--- config.mk ---
export PLATFORM = sky130hd
export DESIGN_NAME = qerv_rf_ram_if
export DESIGN_NICKNAME = d
export VERILOG_FILES = /design/src/rtl/qerv_rf_pkg.sv /design/src/rtl/qerv_rf_ram_if.sv
export SDC_FILE = /design/constraint.sdc
export NUM_CORES = 1
export LEC_CHECK = 0
export BUFFER_PORTS_ARGS = -buffer_cell sky130_fd_sc_hd__buf_2
export CORE_UTILIZATION = 25
export DETAILED_ROUTE_END_ITERATION = 7
export PLACE_DENSITY_LB_ADDON = 0.05
export SYNTH_ARGS = -nofsm -noshare
export SYNTH_HDL_FRONTEND = slang
export SYNTH_SLANG_ARGS = --single-unit
--- constraint.sdc ---
create_clock -name clk -period 4.94 [get_ports clk]
set_input_delay 0.494 -clock clk [delete_from_list [all_inputs] [get_ports clk]]
set_output_delay 0.494 -clock clk [all_outputs]
set_load 0.1 [all_outputs]
--- src/rtl/qerv_rf_pkg.sv ---
// Shared constants, types and parameter helpers for the qerv register-file RAM interface.
// No logic here; latency and backpressure are properties of the modules that import it.
package qerv_rf_pkg;

  localparam int MSCRATCH = 32;
  localparam int MTVEC    = 33;
  localparam int MEPC     = 34;
  localparam int MTVAL    = 35;

  typedef enum logic [1:0] {
    R_IDLE,
    R_T1,
    R_T2,
    R_STREAM
  } rstate_t;

  function automatic int rf_rw(input int csr_regs);
    return (csr_regs > 0) ? 6 : 5;
  endfunction

  function automatic int rf_aw(input int width, input int csr_regs);
    return $clog2((32 + csr_regs) * (32 / width));
  endfunction

endpackage

--- src/rtl/qerv_rf_ram_if.sv ---
// Serial RF ports to 1R1W RAM bridge: writes commit 1/2 cycles after a word's last beat,
// reads stream 3 cycles after i_rreq; no backpressure, the core drives beats at its own pace.
module qerv_rf_ram_if
  import qerv_rf_pkg::*;
#(
  parameter int width    = 8,
  parameter int W        = 1,
  parameter int csr_regs = 4,
  localparam int rw = rf_rw(csr_regs),
  localparam int aw = rf_aw(width, csr_regs)
) (
  input  logic             clk,
  input  logic             i_rst,
  input  logic             i_wreq,
  input  logic             i_rreq,
  output logic             o_ready,
  input  logic [rw-1:0]    i_wreg0,
  input  logic [rw-1:0]    i_wreg1,
  input  logic             i_wen0,
  input  logic             i_wen1,
  input  logic [W-1:0]     i_wdata0,
  input  logic [W-1:0]     i_wdata1,
  input  logic [rw-1:0]    i_rreg0,
  input  logic [rw-1:0]    i_rreg1,
  output logic [W-1:0]     o_rdata0,
  output logic [W-1:0]     o_rdata1,
  output logic [aw-1:0]    o_waddr,
  output logic [width-1:0] o_wdata,
  output logic             o_wen,
  output logic [aw-1:0]    o_raddr,
  output logic             o_ren,
  input  logic [width-1:0] i_rdata
);

  localparam int n     = width / W;
  localparam int wpr   = 32 / width;
  localparam int beats = 32 / W;
  localparam int cw    = $clog2(beats);

  function automatic logic [aw-1:0] ram_addr(input logic [rw-1:0] r, input int word);
    return aw'(int'(r) * wpr + word);
  endfunction

  // ---------------- write path ----------------
  logic [cw-1:0]    wcnt;
  logic [width-1:0] wbuf0, wbuf1;
  logic             wflag0, wflag1;
  logic             pend1;
  logic [aw-1:0]    c_addr1;
  logic [width-1:0] c_data1;

  logic             wactive;
  logic [width-1:0] wbuf0_n, wbuf1_n;
  logic             wflag0_n, wflag1_n;
  int               wbeat, wword;

  always_comb begin
    wactive  = i_wen0 | i_wen1;
    wbuf0_n  = {i_wdata0, wbuf0[width-1:W]};
    wbuf1_n  = {i_wdata1, wbuf1[width-1:W]};
    wflag0_n = wflag0 | i_wen0;
    wflag1_n = wflag1 | i_wen1;
    wbeat    = int'(wcnt) % n;
    wword    = int'(wcnt) / n;
  end

  // Port 0 goes straight to the RAM port; port 1 waits one cycle in the commit stage.
  always_ff @(posedge clk) begin
    if (i_rst) begin
      wcnt    <= '0;
      wbuf0   <= '0;
      wbuf1   <= '0;
      wflag0  <= 1'b0;
      wflag1  <= 1'b0;
      pend1   <= 1'b0;
      c_addr1 <= '0;
      c_data1 <= '0;
      o_wen   <= 1'b0;
      o_waddr <= '0;
      o_wdata <= '0;
    end else begin
      o_wen <= 1'b0;
      if (pend1) begin
        o_wen   <= 1'b1;
        o_waddr <= c_addr1;
        o_wdata <= c_data1;
        pend1   <= 1'b0;
      end
      if (i_wreq) begin
        wcnt   <= '0;
        wflag0 <= 1'b0;
        wflag1 <= 1'b0;
      end else if (wactive) begin
        wcnt  <= wcnt + 1'b1;
        wbuf0 <= wbuf0_n;
        wbuf1 <= wbuf1_n;
        if (wbeat == n - 1) begin
          wflag0  <= 1'b0;
          wflag1  <= 1'b0;
          o_wen   <= wflag0_n;
          o_waddr <= ram_addr(i_wreg0, wword);
          o_wdata <= wbuf0_n;
          pend1   <= wflag1_n;
          c_addr1 <= ram_addr(i_wreg1, wword);
          c_data1 <= wbuf1_n;
        end else begin
          wflag0 <= wflag0_n;
          wflag1 <= wflag1_n;
        end
      end
    end
  end

  // ---------------- read path ----------------
  rstate_t          rstate;
  logic [rw-1:0]    rreg0_q, rreg1_q;
  logic [cw-1:0]    bcnt;
  logic [width-1:0] stage0, sh0, sh1;
  logic             reload;

  logic [width-1:0] src0, src1;
  int               rbeat, rword;

  always_comb begin
    rbeat = int'(bcnt) % n;
    rword = int'(bcnt) / n;
    src0  = reload ? stage0 : sh0;
    src1  = reload ? i_rdata : sh1;
    o_rdata0 = (rstate == R_STREAM && rreg0_q != '0) ? src0[W-1:0] : '0;
    o_rdata1 = (rstate == R_STREAM && rreg1_q != '0) ? src1[W-1:0] : '0;
  end

  // Issue address is combinational so the first read goes out in the i_rreq cycle itself,
  // and the rreg1 prefetch lands exactly on beat 0 of the next word.
  always_comb begin
    o_ren   = 1'b0;
    o_raddr = '0;
    if (!i_rst) begin
      if (i_rreq) begin
        o_ren   = 1'b1;
        o_raddr = ram_addr(i_rreg0, 0);
      end else if (rstate == R_T1) begin
        o_ren   = 1'b1;
        o_raddr = ram_addr(rreg1_q, 0);
      end else if (rstate == R_STREAM && rword < wpr - 1) begin
        if (rbeat == n - 2) begin
          o_ren   = 1'b1;
          o_raddr = ram_addr(rreg0_q, rword + 1);
        end else if (rbeat == n - 1) begin
          o_ren   = 1'b1;
          o_raddr = ram_addr(rreg1_q, rword + 1);
        end
      end
    end
  end

  always_ff @(posedge clk) begin
    if (i_rst) begin
      rstate  <= R_IDLE;
      rreg0_q <= '0;
      rreg1_q <= '0;
      bcnt    <= '0;
      stage0  <= '0;
      sh0     <= '0;
      sh1     <= '0;
      reload  <= 1'b0;
      o_ready <= 1'b0;
    end else if (i_rreq) begin
      rstate  <= R_T1;
      rreg0_q <= i_rreg0;
      rreg1_q <= i_rreg1;
      reload  <= 1'b0;
      o_ready <= 1'b0;
    end else begin
      case (rstate)
        R_T1: begin
          stage0  <= i_rdata;
          o_ready <= 1'b1;
          rstate  <= R_T2;
        end
        R_T2: begin
          sh0     <= stage0;
          sh1     <= i_rdata;
          bcnt    <= '0;
          reload  <= 1'b0;
          o_ready <= 1'b0;
          rstate  <= R_STREAM;
        end
        R_STREAM: begin
          sh0    <= src0 >> W;
          sh1    <= src1 >> W;
          bcnt   <= bcnt + 1'b1;
          reload <= (rbeat == n - 1) && (rword < wpr - 1);
          if (rbeat == n - 1) stage0 <= i_rdata;
          if (int'(bcnt) == beats - 1) rstate <= R_IDLE;
        end
        default: ;
      endcase
    end
  end

endmodule

# --- Word-level counts from Yosys, hierarchy flattened ---
# Cells that the tools add are included.
classes:
  addsub: 7
  n_lt_le_gt_ge: 1
  eq_ne: 10
  mux: 40
  bitwise: 7
  n_reduce_logical: 20
op_table:
  columns: ["operator", "count"]
  rows:
  - ["2-to-1 mux 8 bit", 17]
  - ["one-hot mux 8 bit (2 select lines)", 3]
  - ["adder 8 x 2 -> 8 bit", 2]
  - ["2-to-1 mux 1 bit", 15]
  - ["nonzero test 6 bit", 2]
  - ["adder 5 x 1 -> 5 bit (second input constant)", 2]
  - ["one-hot mux 5 bit (2 select lines)", 1]
  - ["adder 8 x 3 -> 8 bit", 1]
  - ["adder 8 bit", 1]
  - ["AND reduction 2 bit", 4]
  - ["equality test 3 x 1 -> 1 bit (second input constant)", 2]
  - ["one-hot mux 2 bit (3 select lines)", 1]
  - ["AND reduction 3 bit", 2]
  - ["nonzero test 2 bit", 3]
  - ["equality test 5 x 1 -> 1 bit (second input constant)", 1]
  - ["equality test 2 bit (second input constant)", 2]
  - ["logical AND 1 bit", 4]
  - ["!= test 2 x 1 -> 1 bit (second input constant)", 2]
  - ["NOT 1 bit", 4]
  - ["one-hot mux 1 bit (2 select lines)", 2]
  - ["nonzero test 4 bit", 1]
  - ["OR reduction 2 bit", 2]
  - ["OR reduction 4 bit", 1]
  - ["adder 2 x 1 -> 3 bit (second input constant)", 1]
  - ["7 further kinds", 9]
totals:
  register_bits: 102
  input_bits: 40
  output_inout_bits: 29
  word_cells: 106

# --- Logic depth before layout (Yosys ltp) ---
# Gate-level depths: netlist of the first run.
logic_depth:
  word_depth: 8
  mapped_depth: 8

# --- Worst setup path before layout of the first run ---
# Ideal clock, no wire load.
synth_timing:
  path_type: "input-to-output"
  startpoint: "input i_rreq"
  endpoint: "output o_raddr[4]"
  t_arrival_ns: 3.143
  t_required_ns: 4.446
  slack_ns: 1.303
  path_stages: 4
  path_buffers: 1
  cell_sequence: "buf_2 nor2b_1 a22oi_1 o21ai_0"
synth_via:
  elab_chain_cells: 2
synth_rtl:
  columns: ["element", "line_no", "source"]
  rows:
  - ["start, declared", "qerv_rf_ram_if.sv:15", "input logic i_rreq,"]
  - ["2-to-1 mux 8 bit", "qerv_rf_ram_if.sv:139", "if (i_rreq) begin"]
  - ["2-to-1 mux 8 bit", "qerv_rf_ram_if.sv:138", "if (!i_rst) begin"]
  - ["end, declared", "qerv_rf_ram_if.sv:30", "output logic [aw-1:0] o_raddr,"]
# No other way between the ends.

# --- Worst setup path after layout of the first run ---
layout_timing:
  startpoint: "register bcnt[3]"
  endpoint: "output o_raddr[6]"
layout_via:
  elab_chain_cells: 8
layout_rtl:
  columns: ["element", "line_no", "source"]
  rows:
  - ["start, declared", "qerv_rf_ram_if.sv:117", "logic [cw-1:0] bcnt;"]
  - ["start signal, assigned", "qerv_rf_ram_if.sv:192", "bcnt <= bcnt + 1'b1;"]
  - ["adder 2 x 1 -> 3 bit", "qerv_rf_ram_if.sv:148, qerv_rf_ram_if.sv:151", null]
  - ["adder 8 x 3 -> 8 bit", "qerv_rf_ram_if.sv:41", "return aw'(int'(r) * wpr + word);"]
  - ["2-to-1 mux 8 bit", "qerv_rf_ram_if.sv:149", "end else if (rbeat == n - 1) begin"]
  - ["2-to-1 mux 8 bit", "qerv_rf_ram_if.sv:146", "if (rbeat == n - 2) begin"]
  - ["2-to-1 mux 8 bit *", "qerv_rf_ram_if.sv:145", "end else if (rstate == R_STREAM && rword < wpr - 1) begin"]
  - ["2-to-1 mux 8 bit *", "qerv_rf_ram_if.sv:142", "end else if (rstate == R_T1) begin"]
  - ["2-to-1 mux 8 bit *", "qerv_rf_ram_if.sv:139", null]
  - ["2-to-1 mux 8 bit *", "qerv_rf_ram_if.sv:138", null]
# Every way passes the cells marked *; elsewhere a longest branch is shown, timed or not.

==> summary.md, run 1 <==
| Metric | Value |
|---|---|
| Post-synthesis adder-cell area fraction | 0.0429 |
| Mapped Cells | 530 |
| CP Launch Type | flip-flop |
| Worst Skew | 0.00674 ns |
| CP cell instances | ha_1 > ha_1 > ha_1 > nand3_1 > xor2_1 > o22ai_1 > nand2_1 > o21ai_0 > buf_2 |
| Fillcell total | 1983 |
| Worst Setup Path Type | flip-flop to output pin |
| HP Class | primary input to flip-flop |
| Die area | 19200 sq um |
| H-tree depth | 3 |
| Post-Syn Area | 4670 sq um |
| Mux cell area share after synthesis | 0.117 |
| Clock Sinks | 100 |
| Share of layout cells above drive strength 1 | 0.193 |
| Ant. Diodes | 0 |
| Sequential-to-total area share from yosys stat | 0.429 |
| First-pass GRT wire length | 19100 um |
| TNS Setup | 0 ns |
| Hold Buf Count CTS | 0 |
| Post-synth cell types | 41 |
| Fin nets | 632 |
| Status | finished with violations |
| Drt total wl | 11500 um |
| Failing checks | design-rule violations |
| Standard-cell rows | 49 |
| Worst Path Max Fanout | 6 |
| Clk buf depth | 2 |
| Routed length per instance | 14.2 um |
| Worst-Skew Late Latency | 0.35 ns |
| DR iter-0 viols | 181 |
| Num CTS Buffers | 9 |
| Worst Path Required | 4.45 ns |
| Synthesis Warnings | 0 |
| Root buf cell | clkbuf_16 |
| Final core occ | 0.298 |
| Peak supply drop | 0.173 mV |
| Min Hold Slack | 0.381 ns |
| FFs w/ async S/R, synth | 0 |
| Min cycle time layout | 3.01 ns |
| Clock tree from TritonCTS | built |
| Multi-input logic area | 2470 sq um |
| Synth Area per Inst | 8.81 sq um |
| IO Port Bufs | 68 |
| Total core area | 18100 sq um |
| Power, Total | 0.00166 W |
| Most frequently used flop master after synthesis | dfxtp_1 |
| Syn Nets | 586 |
| Placer Congestion | 0.747 |
| Top cell by count, worst path | ha_1 |
| Vias in the first global route | 3694 |
| Total GRT Usage | 0.125 |
| Main combinational cell family by area after synthesis | compound AO/OA/AOI/OAI gates |
| WP data arrival | 2.51 ns |
| FF+latch area | 2000 sq um |
| Max-cap violations | 0 |
| Commonest cells after routing, fill and taps aside | dfxtp_1, nor2_1, nand2_1 |
| Largest net degree at the start of global routing | 65 |
| Final Cycle Share | 0.608 |
| Number of synthesized flops with an enable pin | 0 |
| Final ANT Viol Nets | 0 |
| Initial Util | 0.257 |
| Leak | 2.03 nW |
| Post-CTS Setup Inserts | 0 |
| Post-Synth Simple-Gate Area | 0.170 |
| Most common cell after layout, fill and taps aside | dfxtp_1 |
| Largest delay contributor family on the critical path | adder cells |
| Final Setup Violations | 0 |
| DRT Pass-1 Iters | 8 |
| Worst path depth | 9 |
| Dpl hpwl | 7420 um |
| Die Y | 139 um |
| Gr ovfl total | 0 |
| FMAX | 0.333 GHz |
| Hold depth | 3 |
| Yosys reg bits | 100 |
| Vias post-DR | 3775 |
| Compound-Gate Fraction of Synth Area | 0.175 |
| Slew margin rel. | 0.268 |
| Xor/xnor share of the synthesized area | 0.0206 |
| Worst-path clk slew | 0.07 ns |
| Buf/Inv on CP | 1 |
| Count of final max-slew check failures | 0 |
| Drt drc | 6 |
| IO Pins | 69 |
| Synth-to-Final Area Change | 15.8% |
| R2R depth | 6 |
| Antenna violations before repair | 0 |
| Post-CTS sizing | 0 |
| PD cells | 307 nW/um^2 |
| Worst setup EP type | output pin |
| Slowest cell on the critical path | buf_2 |
| Measured slew at the worst slew-check pin | 1.10 ns |
| Delay of the slowest critical-path stage | 0.46 ns |
| Chip Width | 139 um |
| Final count of hold timing violations | 0 |
| Vias/cell | 4.66 |
| RSZ-0062 raised after global routing | no |
==> synth_stat cells (2+ instances only) <==
cell | number | area (sq um)
a211oi_1 | 16 | 120
a22oi_1 | 9 | 67.6
or2_1 | 2 | 12.5
or4_1 | 3 | 22.5
xnor2_1 | 3 | 26.3
nand3_1 | 5 | 25.0
a2111oi_0 | 2 | 17.5
mux2i_1 | 49 | 490
o311a_1 | 2 | 20.0
buf_4 | 4 | 30.0
xor2_1 | 8 | 70.1
inv_1 | 5 | 18.8
a21oi_1 | 57 | 285
mux2_2 | 5 | 56.3
nor2_1 | 87 | 327
a211oi_2 | 14 | 175
o2111ai_1 | 2 | 17.5
nor3_1 | 3 | 15.0
nor2b_1 | 4 | 25.0
o22ai_1 | 6 | 37.5
and3_1 | 3 | 18.8
buf_2 | 18 | 90.1
clkbuf_1 | 8 | 30.0
ha_1 | 16 | 200
nand2_1 | 71 | 267
nor2_2 | 3 | 18.8
dfxtp_1 | 100 | 2000
buf_6 | 3 | 33.8
nor3b_1 | 3 | 22.5
o21ai_0 | 7 | 35.0
buf_1 | 2 | 7.51
==> routing by layer <==
| metal | global-route usage | up-vias | part of all wire |
|---|---|---|---|
| met1 | 0.151 | 1771 | 0.47 |
| met4 | 0.0421 | 0 | 0.013 |
| li1 | - | 1938 | - |
| met3 | 0.0304 | 8 | 0.038 |
| met2 | 0.218 | 58 | 0.48 |
| met5 | 0 | - | 0 |
==> state kept, by name, summed over array words and instances, names as in the netlist, 6 cells and up <==
register,flops
c_addr1,8
c_data1,8
o_waddr,8
o_wdata,8
sh0,8
sh1,8
stage0,8
wbuf0,7
wbuf1,7
rreg0_q,6
rreg1_q,6
==> logic make-up after synthesis <==
kind of cell / count (synthesis)
simple gates: 189
compound gates: 120
flops: 100
mux: 54
buf+inv: 40
fa+ha+maj: 16
xor+xnor: 11
==> through the flow <==
stage / std cells / setup slack, ns / instance area [sq um]
final: 810 / 1.93 / 5410
after global routing: 810 / 1.67 / 5410
after CTS: 810 / 1.89 / 5410
after detailed placement: 794 / 2.10 / 5130
after global placement: 794 / 2.11 / 5130
after floorplan: 530 / 1.30 / 4670
==> layout make-up <==
class / instances / area share
clock inverter: 4 / 0.00578
inverter: 5 / 0.00347
multi-input combinational: 390 / 0.456
clock buffer: 12 / 0.0456
timing repair buffer: 70 / 0.0662
tap: 229 / 0.0530
sequential: 100 / 0.370
==> final timing paths <==
kind | from | to | slack, ns
max reg2reg | wcnt[0] | o_wdata[1] | 2.83
max | bcnt[3] | o_raddr[6] | 1.93
min reg2reg | c_data1[1] | c_data1[1] | 0.46
min | i_wreg1[5] | c_addr1[7] | 0.38
==> report_power, final <==
part           internal (W)  leakage (nW)  switching (W)
registers          0.000822         0.810      0.0000153
clock network      0.000360         0.138       0.000321
logic             0.0000456          1.09      0.0000954
total               0.00123          2.03       0.000432
==> worst min-delay path, stage by stage <==
cell	delay, ns
buf_2	0.10
nand2_1	0.05
a21oi_1	0.05
Power figures use the tool's default switching activity.
==> run 2, diff against run 1 <==
clock period = 2.9 ns   (was 4.94 ns; I/O delays follow)
==> run 2 against run 1 <==
  * The flow still finishes with violations (design-rule violations)
  * Sequential share of layout area down 1.7 points
  * Register-to-register slack worse by 1.9 ns
  * Cell area up 4.7%
  * Power up 83%
  * Utilization up 1.4 points
  * Cell count up 1.1%
  * Critical path depth unchanged
  * Clock power up 99%
  * Non-clock buffer count up 9
  * Global-route usage down 0.11 points
  * Largest cell class unchanged
==> summary.md, run 2 (synthesis results as in run 1) <==
| Metric | Value |
|---|---|
| Status | finished with violations |
| Failing checks | design-rule violations |
| Root buf cell | clkbuf_16 |
| Hold Startpoint | i_wreg1[5] |
| Num CTS Buffers | 9 |
| Reg2reg end | stage0[1] |
| Post-CTS Setup Inserts | 0 |
| Crit path to | o_raddr[6] |
| Dpl hpwl | 7820 um |
| Final count of hold timing violations | 0 |
| Worst Path Required | 2.61 ns |
| Worst setup EP type | output pin |
| Design Area, Final | 5660 sq um |
| Placer Congestion | 0.791 |
| First-pass GRT wire length | 19000 um |
| Most common cell after layout, fill and taps aside | dfxtp_1 |
| Slew margin rel. | 0.527 |
| Die area | 19200 sq um |
| Ant. Diodes | 0 |
| DP Area | 5330 sq um |
| Chip Width | 139 um |
| Hold Buf Count CTS | 0 |
| Min cycle time layout | 2.62 ns |
| Count of final max-slew check failures | 0 |
| Clk buf depth | 2 |
| Final Setup Violations | 0 |
| Leak | 2.13 nW |
| Standard-cell rows | 49 |
| Total core area | 18100 sq um |
| Worst-Skew Late Latency | 0.35 ns |
| Synth-to-Final Area Change | 21.3% |
| Fillcell total | 1945 |
| Setup slack at placement | 0.625 ns |
| Post-route setup slack | 0.284 ns |
| Power, Total | 0.00304 W |
| Reg2reg start | rstate[1] |
| Internal reg-to-reg setup slack | 0.89 ns |
| Gr ovfl total | 0 |
| Drt drc | 3 |
| RSZ-0062 raised after global routing | no |
| Max-cap violations | 0 |
| Vias/cell | 4.58 |
| Die Y | 139 um |
| Total GRT Usage | 0.124 |
| Clock Sinks | 100 |
| Final Cycle Share | 0.902 |
| CP Launch Type | flip-flop |
| WP data arrival | 2.33 ns |
| Worst Path Max Fanout | 6 |
| HP Class | primary input to flip-flop |
| Vias post-DR | 3755 |
| FMAX | 0.382 GHz |
| Clock tree from TritonCTS | built |
| Drt total wl | 11500 um |
| Commonest cells after routing, fill and taps aside | dfxtp_1, nor2_1, nand2_1 |
| H-tree depth | 3 |
| Post-CTS sizing | 0 |
| IO Pins | 69 |
| Final ANT Viol Nets | 0 |
| Worst Skew | 0.0132 ns |
| Initial Util | 0.257 |
| Share of layout cells above drive strength 1 | 0.208 |
| Worst-path clk slew | 0.08 ns |
| Measured slew at the worst slew-check pin | 0.710 ns |
| Routed length per instance | 14.1 um |
| R2R depth | 6 |
| Vias in the first global route | 3690 |
| DRT Pass-1 Iters | 8 |
| Critical Path Start | bcnt[3] |
| Worst Setup Path Type | flip-flop to output pin |
| Largest net degree at the start of global routing | 63 |
| Final core occ | 0.312 |
| DR iter-0 viols | 141 |
| Peak supply drop | 0.264 mV |
| IO Port Bufs | 68 |
| Antenna violations before repair | 0 |
| PD cells | 538 nW/um^2 |
| Fin nets | 641 |
-- run 2: worst min-delay path by stage --
stage / cells after the start / to / slack (ns)
finish: 3 / c_addr1[7] / 0.16
floorplan: 2 / c_addr1[2] / 0.43
CTS: 3 / c_addr1[7] / 0.15
global route: 3 / c_addr1[4] / 0.16
detailed placement: 2 / c_addr1[0] / 0.45
global placement: 2 / c_addr1[1] / 0.44
-- run 2: layout make-up --
class / instances / area (sq um) / area share
inverter: 5 / 18.8 / 0.00331
tap: 229 / 287 / 0.0506
multi-input combinational: 390 / 2460 / 0.435
clock inverter: 5 / 88.8 / 0.0157
timing repair buffer: 79 / 561 / 0.0990
clock buffer: 11 / 243 / 0.0429
sequential: 100 / 2000 / 0.353
-- run 2: worst max-delay path, cell delays in order, from the launching register on --
cell and delay, ns:
dfxtp_1 0.41, ha_1 0.31, ha_1 0.21, ha_1 0.18
nand3_1 0.09, xor2_1 0.15, o22ai_1 0.16, nand2_1 0.08
o21ai_1 0.17, buf_12 0.21
-- run 2: metrics by stage --
step           TNS, ns  hold slack [ns]  cells
2_1_floorplan   -0.175            0.426    530
3_3_place_gp         0            0.440    803
3_5_place_dp         0            0.449    803
4_1_cts              0            0.150    819
5_1_grt              0            0.164    819
6_report             0            0.163    819
-- run 2: metal layers --
| layer | wire, um | global-route usage |
|---|---|---|
| met4 | 120 | 0.0421 |
| met3 | 421 | 0.0314 |
| met5 | 0 | 0 |
| met2 | 5560 | 0.215 |
| met1 | 5430 | 0.150 |
-- run 2: power breakdown --
part	internal, W	total [W]	switching, W
Combinational	0.0000953	0.000262	0.000166
Sequential	0.00140	0.00143	0.0000261
Clock	0.000794	0.00136	0.000564
==> run 3, diff against run 2 <==
CELL_PAD_IN_SITES_DETAIL_PLACEMENT = 1   (was default)
CELL_PAD_IN_SITES_GLOBAL_PLACEMENT = 2   (was default)
==> run 3 against run 2 <==
  * The run still ends with design-rule violations left
  * Via count rose by 2.5%
  * Non-clock buffer count fell by 1
  * First-iteration DRC count fell by 16%
  * Worst setup slack got worse by 0.054 ns
  * Sequential power barely moved
  * Fmax fell by 2.0%
  * Clock-buffer cell count did not move
  * Clock power barely moved
  * Global-route usage rose by 0.48 points
==> summary.md, run 3 (synthesis results as in run 1) <==
| Metric | Value |
|---|---|
| Logic gate share of total power | 0.088 |
| Setup slack at placement | 0.574 ns |
| Failing checks | design-rule violations |
| Final count of hold timing violations | 0 |
| Chip Width | 139 um |
| Total GRT Usage | 0.129 |
| Worst setup EP type | output pin |
| FMAX | 0.375 GHz |
| PD cells | 532 nW/um^2 |
| Worst-Skew Late Latency | 0.34 ns |
| Die Y | 139 um |
| Standard-cell rows | 49 |
| Vias in the first global route | 3991 |
| Switching power | 0.000741 W |
| Measured slew at the worst slew-check pin | 0.691 ns |
| Worst-path clk slew | 0.08 ns |
| Antenna violations before repair | 0 |
| Most common cell after layout, fill and taps aside | dfxtp_1 |
| Slew margin rel. | 0.540 |
| Post-route setup slack | 0.231 ns |
| Internal Power | 0.00228 W |
| Final ANT Viol Nets | 0 |
| Final Setup Violations | 0 |
| H-tree depth | 3 |
| Drt total wl | 12000 um |
| Ant. Diodes | 0 |
| Routed length per instance | 14.7 um |
| Largest net degree at the start of global routing | 56 |
| Count of final max-slew check failures | 0 |
| Leak | 2.13 nW |
| Root buf cell | clkbuf_16 |
| IO Pins | 69 |
| Worst Setup Path Type | flip-flop to output pin |
| Clock power frac | 0.440 |
| IO Port Bufs | 68 |
| Min cycle time layout | 2.67 ns |
| Dpl hpwl | 8300 um |
| Worst Path Max Fanout | 6 |
| Vias post-DR | 3850 |
| Die area | 19200 sq um |
| Switching Share | 0.245 |
| Sequential power share | 0.472 |
| DR iter-0 viols | 118 |
| Min Hold Slack | 0.175 ns |
| HP Class | primary input to flip-flop |
| Status | finished with violations |
| Clock Sinks | 100 |
| Max-cap violations | 0 |
| Synth-to-Final Area Change | 21.7% |
| Num CTS Buffers | 9 |
| TNS Setup | 0 ns |
| Commonest cells after routing, fill and taps aside | dfxtp_1, nor2_1, nand2_1 |
| Drt drc | 6 |
| Share of layout cells above drive strength 1 | 0.207 |
| First-pass GRT wire length | 20000 um |
| Power, Total | 0.00302 W |
| Final Cycle Share | 0.921 |
| Clock tree from TritonCTS | built |
| CP Launch Type | flip-flop |
| Clk buf depth | 2 |
| RSZ-0062 raised after global routing | no |
| Gr ovfl total | 0 |
| Vias/cell | 4.71 |
| Peak supply drop | 0.247 mV |
| DRT Pass-1 Iters | 8 |
| Initial Util | 0.257 |
| Worst Path Required | 2.61 ns |
| WP data arrival | 2.38 ns |
| Fin nets | 640 |
| Placer Congestion | 0.729 |
| Worst Skew | 0.00714 ns |
| Total core area | 18100 sq um |
==> run 3: cell count changes in the layout (fill, tap and decap cells not counted), sizes merged <==
| cell | change |
|---|---|
| clkinvlp | +2 |
| buf | -1 |
| inv | -2 |
==> run 3: metrics by stage <==
step | cell area (sq um) | std cells | util
finish | 5690 | 818 | 0.313
global route | 5690 | 818 | 0.313
CTS | 5680 | 818 | 0.313
detailed placement | 5350 | 802 | 0.295
global placement | 5350 | 802 | 0.295
floorplan | 4680 | 530 | -
==> run 3: final timing paths <==
path	start	to	slack [ns]	cells after the start
hold reg to reg	c_addr1[1]	c_addr1[1]	0.45	2
setup reg to reg	rstate[1]	rstate[0]	0.90	5
setup / recovery	bcnt[3]	o_raddr[6]	0.23	9
hold / removal	i_rreg1[2]	rreg1_q[2]	0.18	3
==> run 3: final cells by class <==
type | instances | area (sq um)
Timing Repair Buffer | 78 | 578
Multi-Input combinational cell | 390 | 2470
Fill cell | 2119 | 12500
Inverter | 5 | 18.8
Clock buffer | 11 | 243
Sequential cell | 100 | 2000
Clock inverter | 5 | 83.8
Tap cell | 229 | 287
==> run 3: repair_timing <==
action / CTS / global route
setup endpoints to repair: 0 / 2
buffers inserted: 0 / 0
hold buffers: 0 / 0
resized for setup: 0 / 1
==> run 3: power by group through the flow <==
stage               clock [W]  sequential, W  combinational [W]
floorplan                   0        0.00146           0.000169
CTS                   0.00140        0.00143           0.000270
detailed placement          0        0.00146           0.000269
global route          0.00145        0.00143           0.000293
global placement            0        0.00146           0.000266
finish                0.00133        0.00143           0.000264
==> run 3: worst max-delay path, cell delays in order (launching register included) <==
cell     delay, ns
dfxtp_1       0.44
ha_1          0.34
ha_1          0.23
ha_1          0.20
nand3_1       0.10
xor2_1        0.16
o22ai_1       0.13
nand2_1       0.08
o21ai_1       0.15
buf_12        0.21
==> run 3: routing by layer <==
metal	part of all wire	GRT usage	wire, um	vias to the layer above
met4	0.0099	0.0351	119	0
li1	-	-	-	1954
met3	0.033	0.0269	403	8
met2	0.47	0.224	5710	54
met5	0	0	0	-
met1	0.48	0.162	5810	1834
